File: config.mk
export PLATFORM = sky130hd
export DESIGN_NAME = draw_board
export DESIGN_NICKNAME = d
export VERILOG_FILES = /design/src/rtl/draw_board_pkg.sv /design/src/rtl/draw_board_blink.sv /design/src/rtl/draw_board.sv
export SDC_FILE = /design/constraint.sdc
export NUM_CORES = 1
export LEC_CHECK = 0
export CAP_MARGIN = 15
export CORE_MARGIN = 8
export CORE_UTILIZATION = 45
export DETAILED_ROUTE_END_ITERATION = 10
export HOLD_SLACK_MARGIN = 0.05
export MAX_ROUTING_LAYER = met4
export PLACE_DENSITY = 0.73
export SYNTH_ARGS = -nofsm -noshare
export SYNTH_HDL_FRONTEND = slang
export SYNTH_SLANG_ARGS = --single-unit
File: constraint.sdc
create_clock -name clk -period 8.8 [get_ports clk]
set_clock_uncertainty 0.15 [all_clocks]
set_input_delay 1.32 -clock clk [delete_from_list [all_inputs] [get_ports clk]]
set_output_delay 1.32 -clock clk [all_outputs]
set_load 0.05 [all_outputs]
File: src/rtl/draw_board_pkg.sv
// Shared types and constants for the battleship board renderer:
// cell encodings, palette and default board geometry.
package draw_board_pkg;

    localparam int BOARD_X = 64;
    localparam int BOARD_Y = 96;
    localparam int GRID_N  = 10;

    typedef enum logic [1:0] {
        WATER = 2'b00,
        SHIP  = 2'b01,
        MISS  = 2'b10,
        HIT   = 2'b11
    } cell_state_t;

    localparam logic [11:0] COL_WATER  = 12'h36A;
    localparam logic [11:0] COL_SHIP   = 12'h888;
    localparam logic [11:0] COL_MISS   = 12'hCCC;
    localparam logic [11:0] COL_HIT    = 12'hF00;
    localparam logic [11:0] COL_GRID   = 12'h000;
    localparam logic [11:0] COL_CURSOR = 12'hFF0;

    function automatic logic [11:0] cell_colour(input cell_state_t s);
        logic [11:0] c;
        c = COL_WATER;
        case (s)
            WATER: c = COL_WATER;
            SHIP:  c = COL_SHIP;
            MISS:  c = COL_MISS;
            HIT:   c = COL_HIT;
            default: c = COL_WATER;
        endcase
        return c;
    endfunction

endpackage

File: src/rtl/draw_board_blink.sv
// Frame-based blink generator: toggles blink_phase every BLINK_FRAMES
// rising edges of vsync. Usable for any blinking marker.
module board_blink #(
    parameter int BLINK_FRAMES = 16
) (
    input  logic clk,
    input  logic rst,
    input  logic vsync,
    output logic blink_phase
);
    import draw_board_pkg::*;

    localparam int CW = (BLINK_FRAMES > 1) ? $clog2(BLINK_FRAMES) : 1;

    logic          vsync_prev;
    logic          vsync_rise;
    logic [CW-1:0] frame_cnt;

    assign vsync_rise = vsync && !vsync_prev;

    // The phase starts visible so a freshly reset cursor shows immediately.
    always_ff @(posedge clk) begin
        if (rst) begin
            vsync_prev  <= 1'b0;
            frame_cnt   <= '0;
            blink_phase <= 1'b1;
        end else begin
            vsync_prev <= vsync;
            if (vsync_rise) begin
                if (frame_cnt == CW'(BLINK_FRAMES - 1)) begin
                    frame_cnt   <= '0;
                    blink_phase <= !blink_phase;
                end else begin
                    frame_cnt <= frame_cnt + 1'b1;
                end
            end
        end
    end

endmodule

File: src/rtl/draw_board.sv
// Overlays the 10x10 battleship board (cells, grid lines, blinking cursor
// frame) onto the VGA stream with a fixed 2-clock latency.
module draw_board #(
    parameter int BOARD_X      = draw_board_pkg::BOARD_X,
    parameter int BOARD_Y      = draw_board_pkg::BOARD_Y,
    parameter int CELL_LOG2    = 5,
    parameter int GRID_N       = draw_board_pkg::GRID_N,
    parameter int BLINK_FRAMES = 16
) (
    input  logic        clk,
    input  logic        rst,
    input  logic [10:0] vga_in_vcount,
    input  logic        vga_in_vsync,
    input  logic        vga_in_vblnk,
    input  logic [10:0] vga_in_hcount,
    input  logic        vga_in_hsync,
    input  logic        vga_in_hblnk,
    input  logic [11:0] vga_in_rgb,
    output logic [10:0] vga_out_vcount,
    output logic        vga_out_vsync,
    output logic        vga_out_vblnk,
    output logic [10:0] vga_out_hcount,
    output logic        vga_out_hsync,
    output logic        vga_out_hblnk,
    output logic [11:0] vga_out_rgb,
    output logic [6:0]  cell_addr,
    input  logic [1:0]  cell_state,
    input  logic [3:0]  cursor_x,
    input  logic [3:0]  cursor_y,
    input  logic        cursor_en
);
    import draw_board_pkg::*;

    localparam int CW      = 11 - CELL_LOG2;
    localparam int CELL    = 1 << CELL_LOG2;
    localparam int BOARD_W = GRID_N << CELL_LOG2;

    logic [10:0]          dx, dy;
    logic [CW-1:0]        col, row;
    logic [CELL_LOG2-1:0] ox, oy;
    logic                 in_board_nxt, cell_valid_nxt, grid_nxt, near_edge, cursor_nxt;
    logic [6:0]           addr_nxt;

    logic        s1_in_board, s1_grid, s1_cursor, s1_valid;
    logic [10:0] s1_vcount, s1_hcount;
    logic        s1_vsync, s1_vblnk, s1_hsync, s1_hblnk;
    logic [11:0] s1_rgb;
    logic [11:0] rgb_nxt;
    logic        blink_phase;

    // The board range is inclusive at the far edge so the closing grid line
    // (col/row == GRID_N) is still drawn even though it has no cell behind it.
    always_comb begin
        dx             = vga_in_hcount - 11'(BOARD_X);
        dy             = vga_in_vcount - 11'(BOARD_Y);
        col            = dx[10:CELL_LOG2];
        row            = dy[10:CELL_LOG2];
        ox             = dx[CELL_LOG2-1:0];
        oy             = dy[CELL_LOG2-1:0];
        in_board_nxt   = (vga_in_hcount >= 11'(BOARD_X)) && (vga_in_hcount <= 11'(BOARD_X + BOARD_W))
                      && (vga_in_vcount >= 11'(BOARD_Y)) && (vga_in_vcount <= 11'(BOARD_Y + BOARD_W));
        cell_valid_nxt = in_board_nxt && (int'(col) < GRID_N) && (int'(row) < GRID_N);
        addr_nxt       = cell_valid_nxt ? 7'(int'(row) * GRID_N + int'(col)) : 7'd0;
        grid_nxt       = (ox == '0) || (oy == '0);
        near_edge      = (int'(ox) <= 2) || (int'(ox) >= CELL - 2)
                      || (int'(oy) <= 2) || (int'(oy) >= CELL - 2);
        cursor_nxt     = cell_valid_nxt && !grid_nxt && near_edge
                      && (int'(cursor_x) < GRID_N) && (int'(cursor_y) < GRID_N)
                      && (int'(col) == int'(cursor_x)) && (int'(row) == int'(cursor_y));
    end

    always_ff @(posedge clk) begin
        if (rst) begin
            s1_in_board <= 1'b0;
            s1_grid     <= 1'b0;
            s1_cursor   <= 1'b0;
            s1_valid    <= 1'b0;
            s1_vcount   <= '0;
            s1_vsync    <= 1'b0;
            s1_vblnk    <= 1'b0;
            s1_hcount   <= '0;
            s1_hsync    <= 1'b0;
            s1_hblnk    <= 1'b0;
            s1_rgb      <= '0;
            cell_addr   <= '0;
        end else begin
            s1_in_board <= in_board_nxt;
            s1_grid     <= grid_nxt;
            s1_cursor   <= cursor_nxt;
            s1_valid    <= cell_valid_nxt;
            s1_vcount   <= vga_in_vcount;
            s1_vsync    <= vga_in_vsync;
            s1_vblnk    <= vga_in_vblnk;
            s1_hcount   <= vga_in_hcount;
            s1_hsync    <= vga_in_hsync;
            s1_hblnk    <= vga_in_hblnk;
            s1_rgb      <= vga_in_rgb;
            cell_addr   <= addr_nxt;
        end
    end

    board_blink #(.BLINK_FRAMES(BLINK_FRAMES)) u_blink (
        .clk        (clk),
        .rst        (rst),
        .vsync      (vga_in_vsync),
        .blink_phase(blink_phase)
    );

    // Colour priority: blanking, outside board, grid, cursor frame, cell fill.
    always_comb begin
        rgb_nxt = s1_rgb;
        if (s1_hblnk || s1_vblnk) begin
            rgb_nxt = s1_rgb;
        end else if (!s1_in_board) begin
            rgb_nxt = s1_rgb;
        end else if (s1_grid) begin
            rgb_nxt = COL_GRID;
        end else if (s1_cursor && cursor_en && blink_phase) begin
            rgb_nxt = COL_CURSOR;
        end else if (!s1_valid) begin
            rgb_nxt = s1_rgb;
        end else begin
            rgb_nxt = cell_colour(cell_state_t'(cell_state));
        end
    end

    always_ff @(posedge clk) begin
        if (rst) begin
            vga_out_vcount <= '0;
            vga_out_vsync  <= 1'b0;
            vga_out_vblnk  <= 1'b0;
            vga_out_hcount <= '0;
            vga_out_hsync  <= 1'b0;
            vga_out_hblnk  <= 1'b0;
            vga_out_rgb    <= '0;
        end else begin
            vga_out_vcount <= s1_vcount;
            vga_out_vsync  <= s1_vsync;
            vga_out_vblnk  <= s1_vblnk;
            vga_out_hcount <= s1_hcount;
            vga_out_hsync  <= s1_hsync;
            vga_out_hblnk  <= s1_hblnk;
            vga_out_rgb    <= rgb_nxt;
        end
    end

endmodule

==> flow_summary.ini <==
[yosys]
syn_nets = 426
ys_ff_latch = 92
ys_warn_count = 0
netlist_area_um2 = 3540
syn_area_per_cell_um2 = 9.98
async_reset_ff_frac = 0
synth_flop_cell = dfxtp_1
synth_largest_area_cell = dfxtp_1
synth-edff-count = 0
synth_top_area_share = 0.520
yosysUniqueCellTypes = 43
ys_top_cells_by_area = dfxtp_1 (52%), nor2b_1 (11%), ha_1 (6.4%), nor2_1 (3.8%), xor2_1 (2.7%)
ys_seq_area_frac = 0.520
postSynthCellCount = 355

[clock_tree]
post_cts_resized = 0
holdBufCountCts = 0
htreeDepth = 3
worstSkewPairLatency_ns = 0.35
clock_sinks = 92
cts-root-buf = clkbuf_8
cts_tree = done
cts.path.max_buffers = 2
post-cts-setup-buffers = 0
clkTransAtPathRegs_ns = 0.09
cts_buffers = 9

[power_and_ir_drop]
swShare = 0.269
seqPwrFrac = 0.502
p_sw_w = 0.000235
vdd_drop_max_uv = 84.7
pwr-share-clk = 0.321
p_per_area_nw_per_um2 = 183
p_int_w = 0.000639
p_leak_nw = 1.90
combPwrFrac = 0.177

[global_routing]
grt_first_pass_wirelength_um = 12800
grt_busiest_layer = met2
groute.usage.overall = 0.147
grt_max_degree = 83
antenna_found_initial = 0
grtUsageMet2 = 0.221
grt_pass1_vias = 2626
grt_util_met3 = 0.0430
grt_use_met1 = 0.181
overflow = 0

[critical_path]
arrival_ns = 4.40
crit_path_end_kind = flop
rr_worst_depth = 4
start_kind = primary input
worst-setup-path-type = primary input to flop
worstPathRequired_ns = 8.90
cp_max_fo = 7

[final_layout]
syn_to_final_growth_pct = 34.8
layout_common_cells = clkdlybuf4s50_1 (94), dfxtp_1 (92), nor2b_1 (62), nor2_1 (36)
nNetsFinal = 520
fillers = 670
final_common_cell = clkdlybuf4s50_1
fin_cells = 556
drive_gt1_frac = 0.0485
diodes = 0
final_area_um2 = 4780

[sta]
hold_viol = 0
finalSetupTns_ns = 0
rsz0062_at_grt = false
finalCritPeriodShare = 0.489
finalCriticalPeriod_ns = 4.31
finalSetupViolCount = 0
holdWs_ns = 0.287
relSlewSlack = 0.458
tightest_slew_ns = 0.813
drv_slew = 0
max_freq_mhz = 232
finalWorstSetupSlack_ns = 4.49

[placed_design]
io_buffers = 95
finalWeightedCongestion = 0.894
dpl_cell_area_um2 = 4580
pre_cts_ws_ns = 4.14
hpwl_um = 5810
dp.cells = 540

[worst_hold_path]
holdCritPathClass = flop to flop
hold_depth = 1

[drt]
antenna_left = 0
drtIter0Drc = 69
avgViaCountPerCell = 4.75
drt_pre_antenna_iters = 4
num_vias = 2639
wl_per_cell_um = 13.7
route.detailed.drc = 0
routed_wl_um = 7590

[floorplan]
fp.dieH_um = 105
die_area_um2 = 11000
fp-row-count = 32
initial_core_util = 0.461
fp.dieW_um = 105
core_um2 = 7690
io_pins = 96

[outcome]
status = complete, no violations

[run]
maxCapViolCount = 0
## metrics by stage
stage	power [W]	utilization
after floorplan	0.000547	-
after global placement	0.000599	0.595
after detailed placement	0.000603	0.595
after CTS	0.000884	0.622
after global routing	0.000924	0.622
final	0.000873	0.622
## power by group through the flow
stage | clock network [W] | registers (W) | logic [W]
finish | 0.000280 | 0.000438 | 0.000155
global route | 0.000313 | 0.000440 | 0.000171
CTS | 0.000290 | 0.000438 | 0.000156
detailed placement | 0 | 0.000448 | 0.000155
global placement | 0 | 0.000448 | 0.000151
floorplan | 0 | 0.000472 | 0.0000752
## flip-flops by register name (all words and copies together), names as in the netlist, 4 cells and up
register,cells
s1_hcount,11
s1_rgb,12
u_blink.frame_cnt,4
vga_out_hcount,11
s1_vcount,11
vga_out_vcount,11
cell_addr,7
vga_out_rgb,12
## Yosys cell counts, types with 2 or more instances
| library cell | n |
|---|---|
| nand2_1 | 18 |
| dfxtp_1 | 92 |
| clkbuf_1 | 12 |
| o21bai_1 | 4 |
| nor3b_1 | 3 |
| xor2_1 | 11 |
| a31oi_1 | 3 |
| o21ai_0 | 6 |
| nor3_1 | 7 |
| fa_1 | 2 |
| xnor2_1 | 9 |
| nor2_1 | 36 |
| a211oi_1 | 3 |
| nor2b_1 | 62 |
| ha_1 | 18 |
| a21oi_1 | 14 |
| inv_1 | 18 |
| nand3_1 | 2 |
| nand4_1 | 6 |
| a22oi_1 | 4 |
| nand2b_1 | 2 |
| a21o_1 | 2 |
## kinds of logic after synthesis
| group | count (synthesis) | synth area share |
|---|---|---|
| adders and majority gates | 20 | 0.0748 |
| and+or+nand+nor | 146 | 0.229 |
| AOI/OAI and AO/OA | 45 | 0.0879 |
| DFF | 92 | 0.520 |
| buffers and inverters | 31 | 0.0332 |
| xor gates and xnor gates | 21 | 0.0558 |
## worst max-delay path, stage by stage
cell	delay [ns]
clkdlybuf4s50_1	0.55
ha_1	0.33
nor3_1	0.29
xor2_1	0.17
ha_1	0.32
inv_1	0.06
fa_1	0.53
inv_1	0.04
ha_1	0.31
a21oi_1	0.14
o21ai_0	0.11
xnor2_1	0.18
nor2_1	0.05
## final cells by class
class / instances / area, um2 / share of cell area
Inverter: 18 / 67.6 / 0.0141
Timing Repair Buffer: 96 / 953 / 0.199
Tap cell: 102 / 128 / 0.0267
Clock inverter: 6 / 76.3 / 0.0160
Multi-Input combinational cell: 232 / 1590 / 0.332
Clock buffer: 10 / 128 / 0.0267
Sequential cell: 92 / 1840 / 0.385
## routing by layer
layer	up-vias	wire (um)
met5	-	0
met4	0	108
met3	10	418
met2	78	3430
met1	1195	3640
li1	1356	-
## worst paths after layout
kind,start,end,slack [ns]
setup reg to reg,s1_vblnk$_SDFF_PP0_,vga_out_rgb[1]$_SDFF_PP0_,7.00
hold reg to reg,s1_hcount[2]$_SDFF_PP0_,vga_out_hcount[2]$_SDFF_PP0_,0.29
hold / removal,s1_hcount[2]$_SDFF_PP0_,vga_out_hcount[2]$_SDFF_PP0_,0.29
setup / recovery,vga_in_vcount[5],cell_addr[6]$_SDFF_PP0_,4.49
Note: power is estimated with default switching activity, not from simulation.
